**config.mk**
```make
export PLATFORM = sky130hd
export DESIGN_NAME = mult_sched
export DESIGN_NICKNAME = d
export VERILOG_FILES = /design/src/rtl/mult_pkg.sv /design/src/rtl/rr_arbiter.sv /design/src/rtl/mult_sched.sv
export SDC_FILE = /design/constraint.sdc
export NUM_CORES = 1
export LEC_CHECK = 0
export CORE_MARGIN = 2
export CORE_UTILIZATION = 35
export CTS_BUF_LIST = sky130_fd_sc_hd__clkbuf_2 sky130_fd_sc_hd__clkbuf_4 sky130_fd_sc_hd__clkbuf_8
export DETAILED_ROUTE_END_ITERATION = 10
export DONT_BUFFER_PORTS = 1
export PLACE_DENSITY = 0.48
export SYNTH_ARGS = -nofsm -noshare
export SYNTH_HDL_FRONTEND = slang
export SYNTH_SLANG_ARGS = --single-unit
```
**constraint.sdc**
```tcl
create_clock -name clk -period 2.1 [get_ports clk]
set_clock_uncertainty 0.2 [all_clocks]
set_input_delay 0.42 -clock clk [delete_from_list [all_inputs] [get_ports clk]]
set_output_delay 0.42 -clock clk [all_outputs]
set_load 0.01 [all_outputs]
```
**src/rtl/mult_pkg.sv**
```systemverilog
// Shared definitions for the multiplier scheduler: FSM state encoding,
// default operand widths and the result-width helper.
package mult_pkg;

    typedef enum logic [1:0] {
        ST_IDLE  = 2'd0,
        ST_ISSUE = 2'd1,
        ST_BUSY  = 2'd2,
        ST_DRAIN = 2'd3
    } state_e;

    localparam int MULT_N = 8;
    localparam int MULT_M = 4;
    localparam int RESW   = MULT_N + MULT_M;

    // Product width of an n-bit by m-bit multiply.
    function automatic int resw(input int n, input int m);
        return n + m;
    endfunction

endpackage

```
**src/rtl/rr_arbiter.sv**
```systemverilog
// Combinational round-robin arbiter. The search starts one past the
// previous grant and wraps, so the previous winner has lowest priority.
module rr_arbiter #(
    parameter int R  = 4,
    parameter int IW = 2
) (
    input  logic [R-1:0]  req_i,
    input  logic [IW-1:0] last_i,
    output logic [R-1:0]  gnt_o,
    output logic [IW-1:0] gnt_idx_o,
    output logic          any_o
);

    logic          found;
    logic [IW-1:0] cand;

    assign any_o = |req_i;

    // Walk requesters from last+1 to last (mod R); first active one wins.
    always_comb begin
        gnt_o     = '0;
        gnt_idx_o = '0;
        found     = 1'b0;
        cand      = '0;
        for (int k = 1; k <= R; k++) begin
            cand = IW'((int'(last_i) + k) % R);
            if (!found && req_i[cand]) begin
                found       = 1'b1;
                gnt_o[cand] = 1'b1;
                gnt_idx_o   = cand;
            end
        end
    end

endmodule

```
**src/rtl/mult_sched.sv**
```systemverilog
// Round-robin scheduler sharing one sequential multiplier among R
// requesters. One job in flight at a time; each product is returned to
// its originator with a one-hot pulse, and a watchdog aborts jobs whose
// res_rdy never arrives.
//
// Handshake: a requester holds req_vld and its operands until it sees
// its req_ack bit (one-cycle pulse) and must drop req_vld the following
// cycle; a req_vld still high after that is a fresh request. Operands are
// sampled in IDLE on the grant cycle. rsp_vld is a one-cycle one-hot
// pulse with rsp_res valid in the same cycle; there is no back-pressure.
module mult_sched
    import mult_pkg::*;
#(
    parameter int N       = MULT_N,
    parameter int M       = MULT_M,
    parameter int R       = 4,
    parameter int TIMEOUT = 64
) (
    input  logic                 clk,
    input  logic                 rst,
    input  logic [R-1:0]         req_vld,
    input  logic [R*N-1:0]       req_mult1,
    input  logic [R*M-1:0]       req_mult2,
    output logic [R-1:0]         req_ack,
    output logic [R-1:0]         rsp_vld,
    output logic [resw(N,M)-1:0] rsp_res,
    output logic                 busy,
    output logic                 err,
    output logic                 mul_data_rdy,
    output logic [N-1:0]         mul_mult1,
    output logic [M-1:0]         mul_mult2,
    input  logic                 mul_res_rdy,
    input  logic [resw(N,M)-1:0] mul_res,
    output state_e               dbg_state
);

    localparam int RW = resw(N, M);
    localparam int IW = (R > 1) ? $clog2(R) : 1;
    localparam int CW = $clog2(TIMEOUT);

    state_e        state_q, state_d;
    logic [IW-1:0] win_q, win_d;
    logic [IW-1:0] last_q, last_d;
    logic [N-1:0]  op1_q, op1_d;
    logic [M-1:0]  op2_q, op2_d;
    logic [CW-1:0] cnt_q, cnt_d;
    logic [R-1:0]  rsp_vld_q, rsp_vld_d;
    logic [RW-1:0] rsp_res_q, rsp_res_d;

    logic [R-1:0]  arb_gnt;
    logic [IW-1:0] arb_idx;
    logic          arb_any;

    rr_arbiter #(
        .R  (R),
        .IW (IW)
    ) u_arb (
        .req_i     (req_vld),
        .last_i    (last_q),
        .gnt_o     (arb_gnt),
        .gnt_idx_o (arb_idx),
        .any_o     (arb_any)
    );

    // State, operand latch, watchdog and response registers.
    always_ff @(posedge clk) begin
        if (rst) begin
            state_q   <= ST_IDLE;
            win_q     <= '0;
            last_q    <= IW'(R - 1);
            op1_q     <= '0;
            op2_q     <= '0;
            cnt_q     <= '0;
            rsp_vld_q <= '0;
            rsp_res_q <= '0;
        end else begin
            state_q   <= state_d;
            win_q     <= win_d;
            last_q    <= last_d;
            op1_q     <= op1_d;
            op2_q     <= op2_d;
            cnt_q     <= cnt_d;
            rsp_vld_q <= rsp_vld_d;
            rsp_res_q <= rsp_res_d;
        end
    end

    // Next-state logic and per-state strobes (ack, data_rdy, err).
    always_comb begin
        state_d      = state_q;
        win_d        = win_q;
        last_d       = last_q;
        op1_d        = op1_q;
        op2_d        = op2_q;
        cnt_d        = cnt_q;
        rsp_vld_d    = '0;
        rsp_res_d    = rsp_res_q;
        req_ack      = '0;
        mul_data_rdy = 1'b0;
        err          = 1'b0;
        unique case (state_q)
            ST_IDLE: begin
                // A leftover res_rdy from an aborted job blocks new grants.
                if (!mul_res_rdy && arb_any) begin
                    win_d   = arb_idx;
                    op1_d   = req_mult1[int'(arb_idx)*N +: N];
                    op2_d   = req_mult2[int'(arb_idx)*M +: M];
                    state_d = ST_ISSUE;
                end
            end
            ST_ISSUE: begin
                req_ack[win_q] = 1'b1;
                mul_data_rdy   = 1'b1;
                last_d         = win_q;
                cnt_d          = '0;
                state_d        = ST_BUSY;
            end
            ST_BUSY: begin
                // A result arriving on the expiry cycle still wins.
                if (mul_res_rdy) begin
                    rsp_res_d        = mul_res;
                    rsp_vld_d[win_q] = 1'b1;
                    state_d          = ST_DRAIN;
                end else if (cnt_q == CW'(TIMEOUT - 1)) begin
                    err     = 1'b1;
                    state_d = ST_DRAIN;
                end else begin
                    cnt_d = cnt_q + CW'(1);
                end
            end
            ST_DRAIN: begin
                if (!mul_res_rdy) begin
                    state_d = ST_IDLE;
                end
            end
            default: state_d = ST_IDLE;
        endcase
    end

    assign busy      = (state_q != ST_IDLE);
    assign rsp_vld   = rsp_vld_q;
    assign rsp_res   = rsp_res_q;
    assign mul_mult1 = op1_q;
    assign mul_mult2 = op2_q;
    assign dbg_state = state_q;

endmodule

```
# After elaboration in Yosys (flattened, before gate mapping)
# Index checks and enable logic that the tools add are counted.
# Widths: inputs -> output; s select.
[word_totals]
word_cells = 80
output_inout_bits = 37
input_bits = 67
reg_bits = 40
[op_classes]
n_mux = 30
add_sub_neg = 5
shifts = 2
magnitude_cmp = 6
eq_ne = 9
n_reduce_logical = 18
n_bitwise = 2
[ops]
columns = ["cell", "n"]
rows = [
  ["$shiftx 32x6->8", 1],
  ["$mux 2", 8],
  ["$shiftx 16x5->4", 1],
  ["$lt 2x3->1 const B", 5],
  ["$mux 1", 12],
  ["$mux 6", 2],
  ["$pmux 6 s2", 1],
  ["$bmux 1 s2", 4],
  ["$ne 2x2->1 const B", 4],
  ["$pmux 2 s4", 1],
  ["$add 6x1->6 const B", 1],
  ["$eq 6x6->1 const B", 1],
  ["$reduce_and 3->1", 2],
  ["$logic_and 1x1->1", 5],
  ["$add 2x1->2 const B", 2],
  ["$add 2x2->2 const B", 2],
  ["$eq 2x2->1 const B", 2],
  ["$logic_not 1->1", 4],
  ["$mux 4", 1],
  ["$reduce_and 2->1", 2],
  ["$reduce_bool 2->1", 2],
  ["$reduce_or 4->1", 1],
  ["$ne 3x3->1 const B", 1],
  ["$reduce_or 3->1", 1],
  ["other kinds (5)", 6],
]

# Depth between registers and ports, before layout
[depth]
depth_word = 14
mapped_depth = 9
depth_no_buf = 7

# Cells and area by module
# From an unflattened synthesis, not the netlist that was laid out.
[hier_totals]
cells_unflattened = 289
hier_area_um2 = 2553.7
[modules_own_cells]
columns = ["module", "n_inst", "cells_each", "area_each_um2"]
rows = [
  ["mult_sched", 1, 207, 1923.1],
  ["rr_arbiter", 1, 82, 630.6],
]

# Worst setup path before layout
# No wires, ideal clock.
[synth_timing]
kind = "register to register"
start = "register state_q[0], in the netlist dbg_state[0]"
end = "register op1_q[0], in the netlist mul_mult1[0]"
setup_ps = 59
path_stages_with_launch = 10
n_path_buf = 2
slack_ps = 19
arrival_time_ps = 1822
synth_period_minus_slack_ps = 2081
path_cell_list = "dfxtp_1 -> inv_1 -> ha_1 -> inv_1 -> a211o_1 -> buf_6 -> or3b_1 -> buf_6 -> a21oi_2 -> a221o_1"
[synth_via]
elab_chain_len = 2
[synth_lines]
columns = ["item", "line_no", "text"]
rows = [
  ["from (decl)", "mult_sched.sv:41", "state_e state_q, state_d;"],
  ["from (signal assigned)", "mult_sched.sv:77", "state_q <= state_d;"],
  ["$logic_not 2->1", "mult_sched.sv:101", "unique case (state_q)"],
  ["$reduce_and 2->1 (no source line)", "--", ""],
  ["to (signal assigned)", "mult_sched.sv:80", "op1_q <= op1_d;"],
  ["to (decl)", "mult_sched.sv:44", "logic [N-1:0] op1_q, op1_d;"],
]
# Every way passes these cells.
# A chain may end at the register's enable or synchronous reset.

# Worst setup path after layout
[layout_timing]
start = "register state_q[1], in the netlist dbg_state[1]"
end = "output req_ack[1]"
[layout_via]
elab_chain_len = 2
[layout_lines]
columns = ["item", "line_no", "text"]
rows = [
  ["$eq 2x1->1", "mult_sched.sv:101", ""],
  ["$mux 4", "mult_sched.sv:101", ""],
  ["to (decl)", "mult_sched.sv:24", "output logic [R-1:0] req_ack,"],
]
# Every way passes these cells.

==> metrics.yaml <==
r2r_setup_slack_ns: 0.11
vias: 1744
relSlewSlack: 0.4890
tns_ns: 0
fmax_mhz: 499.5
p_leak_nw: 0.9900
die_height_um: 82.64
drive_above_1_share: 0.2609
wirelength_mm: 5.278
synth-compound-area-share: 0.1977
clock-sinks: 40
synth_warnings: 0
synth-seq-area-share: 0.3699
post_cts_buffers: 0
nets: 325
io_pins: 104
wl_per_cell_um: 16.09
syn_area_mm2: 0.002165
fp.dieArea_mm2: 0.006829
io_buffers: 0
grt_pass1_wl_mm: 7.728
first_iter_violations: 78
synth_top_family_by_area: "simple AND/OR/NAND/NOR gates"
cts_htree_levels: 2
avgSynthCellArea_um2: 9.172
setup_violations: 0
required_ns: 1.48
detail-route-antenna-nets: 0
vias_per_cell: 5.317
tightest_slew_ns: 0.7640
grt_max_degree: 20
p_per_area_mw_per_mm2: 967.0
cts_tree: "done"
period_needed_ns: 2.002
synth_top_cell_by_area: "dfxtp_1"
min-delay-start: "rst"
path_class: "reg2out"
antenna_cells: 0
routabilityCongestion: 0.7839
grt_antenna_before_repair: 0
netlist_top_cells_area: "dfxtp_1, mux2i_1, nand2_1"
drtPass1Iterations: 4
track_usage: 0.1528
initial_core_util: 0.3634
hold_depth: 2
yosys.area_share.simple: 0.2006
synthMuxAreaShare: 0.1341
worst_setup_path_start_kind: "flip-flop"
rr_worst_depth: 7
synth_top_area_frac: 0.3699
r2r_start: "dbg_state[0]$_SDFFE_PP0P_"
hold_path_class: "in2reg"
status: "finished, final reports clean"
post-route-period-util: 0.9533
ir_worst_vdd_mv: 0.3540
dieWidth_um: 82.64
min_to: "last_q[1]$_SDFFE_PP1P_"
regToRegEndpoint: "mul_mult1[3]$_SDFFE_PP0P_"
clock_latency_ns: 0.30
hpwl_mm: 3.878
netlist_instances: 236
grt_pass1_vias: 1541
syn2layout_area_growth_pct: 17.34
clockBufferDepth: 2
slew_viol_final: 0
synthAdderAreaFrac: 0.03468
drc: 0
fin_area_mm2: 0.002540
arrival_ns: 1.38
grt_overflow: 0
syn-num-nets: 309
cts_buffers: 5
clkTransAtPathRegs_ns: 0.08
worst_setup_path_end_kind: "primary output"
hold_violations: 0
rows: 28
synth-xor-area-share: 0.01618
place_area_mm2: 0.002338
clock_tree.root_cell: "clkbuf_8"
maxCapViolCount: 0
rsz0062_at_grt: "true"
synth_cell_types: 45
ys_seq_elements: 40
crit_fanout: 4
coreArea_mm2: 0.005956
-- worst max path at each step --
stage                     slack, ns                      start                   endpoint
final                           0.1  dbg_state[1]$_SDFFE_PP0P_                 req_ack[1]
after global routing         -0.001  dbg_state[1]$_SDFFE_PP0P_                 req_ack[1]
after CTS                     0.005  dbg_state[0]$_SDFFE_PP0P_                 req_ack[1]
after detailed placement       0.03  dbg_state[0]$_SDFFE_PP0P_  mul_mult1[3]$_SDFFE_PP0P_
after global placement         0.07  dbg_state[0]$_SDFFE_PP0P_  mul_mult2[1]$_SDFFE_PP0P_
after floorplan                0.02  dbg_state[0]$_SDFFE_PP0P_  mul_mult1[0]$_SDFFE_PP0P_
-- cells in the final DEF, fill, tap and decap left out, types with 3 or more instances in the layout --
| cell type | count |
|---|---|
| a21oi_1 | 14 |
| a21oi_2 | 7 |
| a221o_1 | 7 |
| and3_1 | 3 |
| buf_4 | 18 |
| clkbuf_8 | 7 |
| dfxtp_1 | 38 |
| ha_1 | 4 |
| inv_1 | 7 |
| mux2_2 | 8 |
| mux2_4 | 4 |
| mux2i_1 | 14 |
| nand2_1 | 29 |
| nand3b_1 | 5 |
| nand4_1 | 8 |
| nor2_1 | 17 |
| o21ai_0 | 8 |
| o31ai_1 | 7 |
| xor2_1 | 4 |
-- flip-flops by register name (all words and copies together) (netlist names) --
| name | cells |
|---|---|
| mul_mult1 | 8 |
| rsp_res | 12 |
| cnt_q | 6 |
| dbg_state | 2 |
| rsp_vld | 4 |
| last_q | 2 |
| mul_mult2 | 4 |
| win_q | 2 |
-- through the flow --
| step | power (mW) | cells | setup WS [ns] | hold slack, ns | utilization |
|---|---|---|---|---|---|
| after floorplan | 1.533 | 236 | 0.01892 | 0.2792 | - |
| after global placement | 1.743 | 318 | 0.06518 | 0.2822 | 0.3926 |
| after detailed placement | 1.753 | 318 | 0.03102 | 0.2867 | 0.3926 |
| after CTS | 2.474 | 327 | 0.004622 | 0.007438 | 0.4185 |
| after global routing | 2.629 | 328 | -0.001464 | 0.006399 | 0.4265 |
| final | 2.456 | 328 | 0.09802 | 0.02166 | 0.4265 |
-- logic make-up after synthesis --
group	count (synthesis)
multiplexers	26
AO/OA/AOI/OAI	58
adder cells (fa/ha/maj)	6
XOR/XNOR	4
AND/OR/NAND/NOR	83
buffers and inverters	19
flip-flops	40
-- power breakdown --
| part | internal, mW | switching (mW) | leakage, nW |
|---|---|---|---|
| combinational | 0.392 | 0.405 | 0.599 |
| clock | 0.419 | 0.279 | 0.0645 |
| sequential | 0.853 | 0.108 | 0.326 |
| total | 1.66 | 0.792 | 0.990 |
-- per-layer routing --
metal  track usage  part of all wire  wire length, um
met5             0                 0                0
met4       0.05410             0.014               73
met3       0.05000             0.070              371
met2        0.2315              0.46             2411
met1        0.2028              0.46             2420
-- Yosys cell counts, drive strengths merged --
library cell,instances
and2,1
or3b,2
nand4,8
inv,7
o21ai,10
a22oi,2
buf,5
o211a,1
or2b,1
or2,3
nor4b,1
o2111ai,2
and3,3
xor2,4
a211oi,1
a21oi,21
nor2,20
clkbuf,7
a31oi,1
dfxtp,40
nand3b,5
ha,6
o31ai,7
a21o,1
nor3,2
nor2b,4
nor3b,1
nand2b,1
nor4,1
a221o,7
o21a,2
a211o,2
mux2i,14
nand2,29
mux2,12
nand3,1
o311a,1
-- worst max-delay path, cell delays in order, from the launching register on --
cell and delay, ns:
dfxtp_1 0.31, inv_1 0.07, buf_4 0.11, ha_1 0.15, inv_1 0.10, nor3b_2 0.20, buf_4 0.15
-- what timing repair did --
item                                    in CTS  in global routing
endpoints found under the hold margin       19                  1
endpoints found under the setup margin       1                 11
hold buffers                                 1                  1
resized for setup                            3                 10
-- layout make-up --
type / count / area, um^2
repair buffers: 21 / 175.2
multi-input cells: 177 / 1315
inverters: 7 / 26.28
flip-flops and latches: 40 / 803.3
well taps: 75 / 93.84
clock buffers: 7 / 96.34
fillers: 610 / 3416
clock inverters: 1 / 30.03
Power figures use the tool's default switching activity.
